--- config.mk ---
export PLATFORM = sky130hd
export DESIGN_NAME = ps2_key_rx_flat
export DESIGN_NICKNAME = d
export VERILOG_FILES = /design/src/rtl/ps2_key_rx_if.sv /design/src/rtl/ps2_key_rx.sv /design/src/flat_wrapper.sv
export SDC_FILE = /design/constraint.sdc
export NUM_CORES = 1
export LEC_CHECK = 0
export ABC_AREA = 1
export CAP_MARGIN = 30
export CORE_MARGIN = 2
export CORE_UTILIZATION = 50
export DETAILED_ROUTE_END_ITERATION = 8
export MAX_ROUTING_LAYER = met4
export PLACE_DENSITY = 0.67
export SETUP_SLACK_MARGIN = 0.4
export SYNTH_ARGS = -nofsm -noshare
export SYNTH_HDL_FRONTEND = slang
export SYNTH_SLANG_ARGS = --single-unit
--- constraint.sdc ---
create_clock -name clk_sys -period 5.5 [get_ports clk_sys]
set_clock_uncertainty 0.1 [all_clocks]
set_input_delay 0.825 -clock clk_sys [delete_from_list [all_inputs] [get_ports clk_sys]]
set_output_delay 0.825 -clock clk_sys [all_outputs]
set_load 0.1 [all_outputs]
--- src/rtl/ps2_key_rx_if.sv ---
// ps2_key_rx_if
// Bundles the PS/2 keyboard lines and the decoded key-event outputs of
// ps2_key_rx so that producer and consumer share one port.
//   ps2_clk, ps2_data : raw keyboard clock/data (asynchronous to clk_sys)
//   ps2_key           : 65-bit event word, [64] toggles once per sequence
//   rx_byte           : last correctly received byte
//   rx_strobe         : one-cycle pulse when rx_byte updates
//   frame_err         : one-cycle pulse on parity/stop error or timeout
// Modports:
//   master : the receiver (consumes lines, drives event outputs)
//   slave  : board side / decoder (drives lines, consumes event outputs)
interface ps2_key_rx_if;
  logic        ps2_clk;
  logic        ps2_data;
  logic [64:0] ps2_key;
  logic [7:0]  rx_byte;
  logic        rx_strobe;
  logic        frame_err;

  modport master (
    input  ps2_clk,
    input  ps2_data,
    output ps2_key,
    output rx_byte,
    output rx_strobe,
    output frame_err
  );

  modport slave (
    output ps2_clk,
    output ps2_data,
    input  ps2_key,
    input  rx_byte,
    input  rx_strobe,
    input  frame_err
  );
endinterface

--- src/rtl/ps2_key_rx.sv ---
// ps2_key_rx
// PS/2 keyboard receiver: synchronizes and de-glitches the keyboard lines,
// deserializes 11-bit frames with odd parity, groups E0/F0/E1 prefixed bytes
// into complete key sequences and publishes each one on ps2_key with a
// toggle flag in bit 64.
// Ports:
//   clk_sys : system clock, the only clock
//   reset_n : synchronous active-low reset
//   bus     : ps2_key_rx_if.master (ps2_clk/ps2_data in; ps2_key, rx_byte,
//             rx_strobe, frame_err out)
// Parameters:
//   FILTER_LEN : equal synchronized samples needed to accept a line change
//   TIMEOUT    : cycles without a clock fall before an active frame or
//                partial sequence is aborted
module ps2_key_rx #(
  parameter int FILTER_LEN = 8,
  parameter int TIMEOUT    = 65535
) (
  input  logic      clk_sys,
  input  logic      reset_n,
  ps2_key_rx_if.master bus
);

  localparam int FW = (FILTER_LEN > 1) ? $clog2(FILTER_LEN) : 1;
  localparam int TW = $clog2(TIMEOUT + 1);

  typedef enum logic [1:0] {IDLE, BITS, PARITY, STOP} state_t;

  // line index 0 = keyboard clock, 1 = keyboard data
  logic [1:0] line_raw;
  logic [1:0] line_filt;

  assign line_raw = {bus.ps2_data, bus.ps2_clk};

  // Per line: 2-flop synchronizer followed by a run-length filter. The filter
  // output follows the synchronized input only after FILTER_LEN consecutive
  // samples that disagree with the current output.
  genvar gi;
  generate
    for (gi = 0; gi < 2; gi++) begin : g_line
      logic [1:0]    sync_reg;
      logic [FW-1:0] run_reg;
      logic          filt_reg;

      always_ff @(posedge clk_sys) begin
        if (!reset_n) begin
          sync_reg <= 2'b11;
          run_reg  <= '0;
          filt_reg <= 1'b1;
        end else begin
          sync_reg <= {sync_reg[0], line_raw[gi]};
          if (sync_reg[1] == filt_reg) begin
            run_reg <= '0;
          end else if (run_reg == FW'(FILTER_LEN - 1)) begin
            filt_reg <= sync_reg[1];
            run_reg  <= '0;
          end else begin
            run_reg <= run_reg + 1'b1;
          end
        end
      end

      assign line_filt[gi] = filt_reg;
    end
  endgenerate

  logic clk_prev_reg;
  logic fall;
  logic data_f;

  assign fall   = clk_prev_reg & ~line_filt[0];
  assign data_f = line_filt[1];

  always_ff @(posedge clk_sys) begin
    if (!reset_n) clk_prev_reg <= 1'b1;
    else          clk_prev_reg <= line_filt[0];
  end

  state_t        state_reg;
  logic [3:0]    bit_cnt_reg;
  logic [7:0]    shift_reg;
  logic          parity_reg;
  logic [TW-1:0] tmo_reg;
  logic [63:0]   seq_reg;
  logic [3:0]    len_reg;
  logic          pause_reg;
  logic [64:0]   key_reg;
  logic [7:0]    rx_byte_reg;
  logic          rx_strobe_reg;
  logic          frame_err_reg;

  // Sequence decision for the byte currently held in shift_reg, used when the
  // stop bit arrives.
  logic [63:0] seq_app;
  logic [3:0]  len_app;
  logic        in_pause;
  logic        seq_continue;
  logic        seq_done;
  logic        frame_ok;

  always_comb begin
    seq_app      = {seq_reg[55:0], shift_reg};
    len_app      = len_reg + 4'd1;
    frame_ok     = data_f & ((^shift_reg) ^ parity_reg);
    // E1 as the first byte starts Pause: every following byte is taken
    // verbatim until eight bytes have been collected.
    in_pause     = pause_reg | ((len_reg == 4'd0) && (shift_reg == 8'hE1));
    seq_continue = 1'b0;
    if (in_pause)
      seq_continue = 1'b1;
    else if ((shift_reg == 8'hE0) || (shift_reg == 8'hF0))
      seq_continue = 1'b1;
    // PrtScr sends two extended codes per action; keep the first half open.
    else if ((shift_reg == 8'h12) && (len_reg == 4'd1) && (seq_reg == 64'hE0))
      seq_continue = 1'b1;
    else if ((shift_reg == 8'h7C) && (len_reg == 4'd2) && (seq_reg == 64'hE0F0))
      seq_continue = 1'b1;
    seq_done = !seq_continue || (len_app == 4'd8);
  end

  always_ff @(posedge clk_sys) begin
    if (!reset_n) begin
      state_reg     <= IDLE;
      bit_cnt_reg   <= 4'd0;
      shift_reg     <= 8'h00;
      parity_reg    <= 1'b0;
      tmo_reg       <= '0;
      seq_reg       <= 64'h0;
      len_reg       <= 4'd0;
      pause_reg     <= 1'b0;
      key_reg       <= 65'h0;
      rx_byte_reg   <= 8'h00;
      rx_strobe_reg <= 1'b0;
      frame_err_reg <= 1'b0;
    end else begin
      rx_strobe_reg <= 1'b0;
      frame_err_reg <= 1'b0;

      if (fall) begin
        // a fall always wins over a simultaneous timeout
        tmo_reg <= '0;
        case (state_reg)
          IDLE: begin
            if (!data_f) begin
              state_reg   <= BITS;
              bit_cnt_reg <= 4'd0;
            end
          end
          BITS: begin
            shift_reg   <= {data_f, shift_reg[7:1]};
            bit_cnt_reg <= bit_cnt_reg + 4'd1;
            if (bit_cnt_reg == 4'd7) state_reg <= PARITY;
          end
          PARITY: begin
            parity_reg <= data_f;
            state_reg  <= STOP;
          end
          STOP: begin
            state_reg <= IDLE;
            if (frame_ok) begin
              rx_byte_reg   <= shift_reg;
              rx_strobe_reg <= 1'b1;
              if (seq_done) begin
                key_reg   <= {~key_reg[64], seq_app};
                seq_reg   <= 64'h0;
                len_reg   <= 4'd0;
                pause_reg <= 1'b0;
              end else begin
                seq_reg   <= seq_app;
                len_reg   <= len_app;
                pause_reg <= in_pause;
              end
            end else begin
              frame_err_reg <= 1'b1;
              seq_reg       <= 64'h0;
              len_reg       <= 4'd0;
              pause_reg     <= 1'b0;
            end
          end
          default: state_reg <= IDLE;
        endcase
      end else if ((state_reg != IDLE) || (len_reg != 4'd0)) begin
        if (tmo_reg == TW'(TIMEOUT)) begin
          state_reg     <= IDLE;
          seq_reg       <= 64'h0;
          len_reg       <= 4'd0;
          pause_reg     <= 1'b0;
          frame_err_reg <= 1'b1;
          tmo_reg       <= '0;
        end else begin
          tmo_reg <= tmo_reg + 1'b1;
        end
      end else begin
        tmo_reg <= '0;
      end
    end
  end

  assign bus.ps2_key   = key_reg;
  assign bus.rx_byte   = rx_byte_reg;
  assign bus.rx_strobe = rx_strobe_reg;
  assign bus.frame_err = frame_err_reg;

endmodule

--- src/flat_wrapper.sv ---
// flat-port wrapper written by rule: the top's interface ports become plain ports
module ps2_key_rx_flat 
#(
  parameter int FILTER_LEN = 8,
  parameter int TIMEOUT    = 65535
)
  (clk_sys, reset_n, bus_ps2_clk, bus_ps2_data, bus_ps2_key, bus_rx_byte, bus_rx_strobe, bus_frame_err);
  ps2_key_rx_if bus_i ();
  input  logic clk_sys;
  input  logic reset_n;
  input wire logic [$bits(bus_i.ps2_clk)-1:0] bus_ps2_clk;
  input wire logic [$bits(bus_i.ps2_data)-1:0] bus_ps2_data;
  output wire logic [$bits(bus_i.ps2_key)-1:0] bus_ps2_key;
  output wire logic [$bits(bus_i.rx_byte)-1:0] bus_rx_byte;
  output wire logic [$bits(bus_i.rx_strobe)-1:0] bus_rx_strobe;
  output wire logic [$bits(bus_i.frame_err)-1:0] bus_frame_err;
  assign bus_i.ps2_clk = bus_ps2_clk;
  assign bus_i.ps2_data = bus_ps2_data;
  assign bus_ps2_key = bus_i.ps2_key;
  assign bus_rx_byte = bus_i.rx_byte;
  assign bus_rx_strobe = bus_i.rx_strobe;
  assign bus_frame_err = bus_i.frame_err;
  ps2_key_rx #(.FILTER_LEN(FILTER_LEN), .TIMEOUT(TIMEOUT)) u_core (.clk_sys(clk_sys), .reset_n(reset_n), .bus(bus_i));
endmodule
==> summary.md <==
| Metric | Value |
|---|---|
| Synth Warn # | 0 |
| Cell internal pwr | 2102 uW |
| Fin. Hold Viols | 0 |
| Starting Density | 51.39% |
| Syn nets | 1229 |
| Clock latency on the worst-skew pair | roughly 430 ps |
| Final Cycle Share | 57.24% |
| Die Y-Extent | 134.8 um |
| Hold depth | 1 |
| First-pass GRT wire length | 31780 um |
| Crit path kind | reg -> reg |
| Setup Slack @ Placement | 2409 ps |
| Synthesized area | 8552 sq um |
| EDFF count, synth | 0 |
| Yosys reg bits | 188 |
| Min Tclk post-route | 3148 ps |
| Hold crit path type | reg -> reg |
| Routed len/inst | 12.92 um |
| Mean post-synth cell area | 7.127 sq um |
| Number of diodes | 0 |
| Fin util | roughly three fifths |
| Clock Power Share | 47.2% |
| PD cells | 268.0 nW/um^2 |
| Largest net degree at the start of global routing | 84 |
| Post-CTS setup buffer count | 0 |
| Most common flop cell mapped by yosys | dfxtp_1 |
| Register Area | ~3800 sq um |
| CTS clk-pin slew, worst paths | 70 ps |
| Setup violators final | 0 |
| Initial antenna violation count | 0 |
| Max-slew violation count | 0 |
| PortBufs | between 70 and 80 |
| Proportion of layout cells with a drive suffix above 1 | 4.777% |
| RSZ-0062 raised after global routing | no |
| H-tree depth | 4 |
| WHS | 313.3 ps |
| CTS Buffer Depth | 2 |
| Logic pwr share | 1.3% |
| CP max FO | just under 70 |
| CP required | 5730 ps |
| Max Cap Viol | 0 |
| Die width | 134.8 um |
| Die ar. | around 18000 sq um |
| CORE AREA | between 15000 and 20000 sq um |
| Drt pass-1 iters | 5 |
| I/O Pins | 79 |
| Run status | complete, no violations |
| GRT Util Overall | 21.68% |
| Max reg flops | 65 |
| Area grow syn2layout | 15.70% |
| Fillers | 1587 |
| Unique cell type count in the Yosys netlist | 34 |
| FF-to-FF path depth | 8 |
| Number of global-route vias before repair | 6666 |
| Crit start category | flop |
| CP arrival | 3370 ps |
| Multi-input logic area | ~4000 sq um |
| VDD IR max | around 0.22 mV |
| Cts bufs inserted | 17 |
| Final nets | ~1300 |
| Switch Pwr | 549.9 uW |
| Starting DRC count in detailed routing | 633 |
| Sw Ratio | 20.74% |
| Worst Setup End Kind | flop |
| Root buf cell | clkbuf_16 |
| Least-Margin Pin Slew | 991.0 ps |
| Setup TNS | 0 ps |
| TritonCTS clock tree | yes |
| Row count | 47 |
| Reg power frac | 51.4% |
| Total Wirelength | 18800 um |
| Global route overflow | 0 |
| Post_cts resized | 0 |
| Maximum clock rate | ~0.32 GHz |
| Syn Inst Count | 1200 |
| Final ANT Viol Nets | 0 |
| Final worst slack | 2352 ps |
| Hold buffers post-CTS | 0 |
| DRC Markers | 0 |
| Tot Pwr | 2652 uW |
| CTS Sinks | roughly 190 |
| Post-synth ARST share | 0% |
| Via density | 5.126 |
| Register area share after synthesis | 44.01% |
| HPWL Detailed | 11550 um |
| Max_slew headroom | around a third |
| Pleak | between 0.003 and 0.004 uW |
| GP Congestion | 0.8032 |
| Leading cell type in the layout, fill and taps excluded | nor2_1 |
| Via count | 7459 |
| Commonest non-fill, non-tap cells in the layout | 210 x nor2_1, 188 x dfxtp_1, 152 x nand3_1, 151 x a21oi_1, 149 x nand2_1 |
power groups by stage:
stage / Combinational [uW] / Clock, uW / Sequential (uW)
finish: 35.7 / 1250 / 1360
detailed placement: 36.3 / 0 / 1390
CTS: 36.2 / 1280 / 1360
global route: 41.1 / 1330 / 1360
floorplan: 28.2 / 0 / 1390
global placement: 36.0 / 0 / 1390
cell type report:
cell class	count	share of cell area [%]
Multi-Input combinational cell	819	40.06
Sequential cell	188	38.04
Timing Repair Buffer	88	8.877
Clock buffer	22	4.995
Inverter	109	4.135
Tap cell	220	2.782
Clock inverter	9	1.113
layer usage:
layer / global-route usage [%] / vias up / part of all wire (%)
met3: 4.692 / 21 / 4.4
met4: 4.795 / 0 / 0.84
li1: - / 3946 / -
met5: - / - / 0
met1: 30.52 / 3336 / 50
met2: 32.06 / 156 / 45
synthesized netlist by cell type (2+ instances only):
master | instances | area share (%)
nand3_1 | 152 | 8.9
nor3b_1 | 2 | 0.18
inv_2 | 4 | 0.18
dfxtp_1 | 188 | 44
nor3_1 | 5 | 0.29
buf_1 | 8 | 0.35
buf_6 | 2 | 0.26
a21oi_1 | 151 | 8.8
xnor2_1 | 5 | 0.51
ha_1 | 25 | 3.7
buf_2 | 32 | 1.9
xor2_1 | 6 | 0.61
buf_4 | 12 | 1.1
a211oi_1 | 6 | 0.53
or2_2 | 6 | 0.44
inv_1 | 105 | 4.6
o21ai_1 | 12 | 0.70
nor2_1 | 210 | 9.2
o21ai_0 | 74 | 4.3
nand2_1 | 149 | 6.5
nand4_1 | 4 | 0.29
clkbuf_1 | 30 | 1.3
path summary, 6_finish.rpt:
| check | end | from | slack, ps |
|---|---|---|---|
| max | u_core.bus.ps2_key[30]$_SDFFE_PN0P_ | u_core.len_reg[2]$_SDFFE_PN0P_ | 2350 |
| min | u_core.g_line[0].sync_reg[1]$_SDFF_PN1_ | u_core.g_line[0].sync_reg[0]$_SDFF_PN1_ | 310 |
| max reg2reg | u_core.bus.ps2_key[30]$_SDFFE_PN0P_ | u_core.len_reg[2]$_SDFFE_PN0P_ | 2350 |
| min reg2reg | u_core.g_line[0].sync_reg[1]$_SDFF_PN1_ | u_core.g_line[0].sync_reg[0]$_SDFF_PN1_ | 310 |
through the flow:
stage,instances,cell area [sq um]
floorplan,1200,8552
global placement,1423,9270
detailed placement,1423,9270
CTS,1454,9874
global route,1455,9894
finish,1455,9894
critical path, stage by stage, from the launching register on:
cell and delay [ps]:
dfxtp_1 450, nand3_1 120, xor2_1 170, nand3b_4 710
nand2_4 690, buf_4 490, nand3_1 150, nand2_1 90
nor2_1 40
cells by family after synthesis:
| family | Yosys count | synth area share (%) |
|---|---|---|
| flops | 188 | 44.01 |
| compound gates | 246 | 14.67 |
| xor+xnor | 11 | 1.127 |
| buf+inv | 193 | 9.642 |
| fa+ha+maj | 25 | 3.658 |
| simple gates | 537 | 26.89 |
Power figures use the tool's default switching activity.
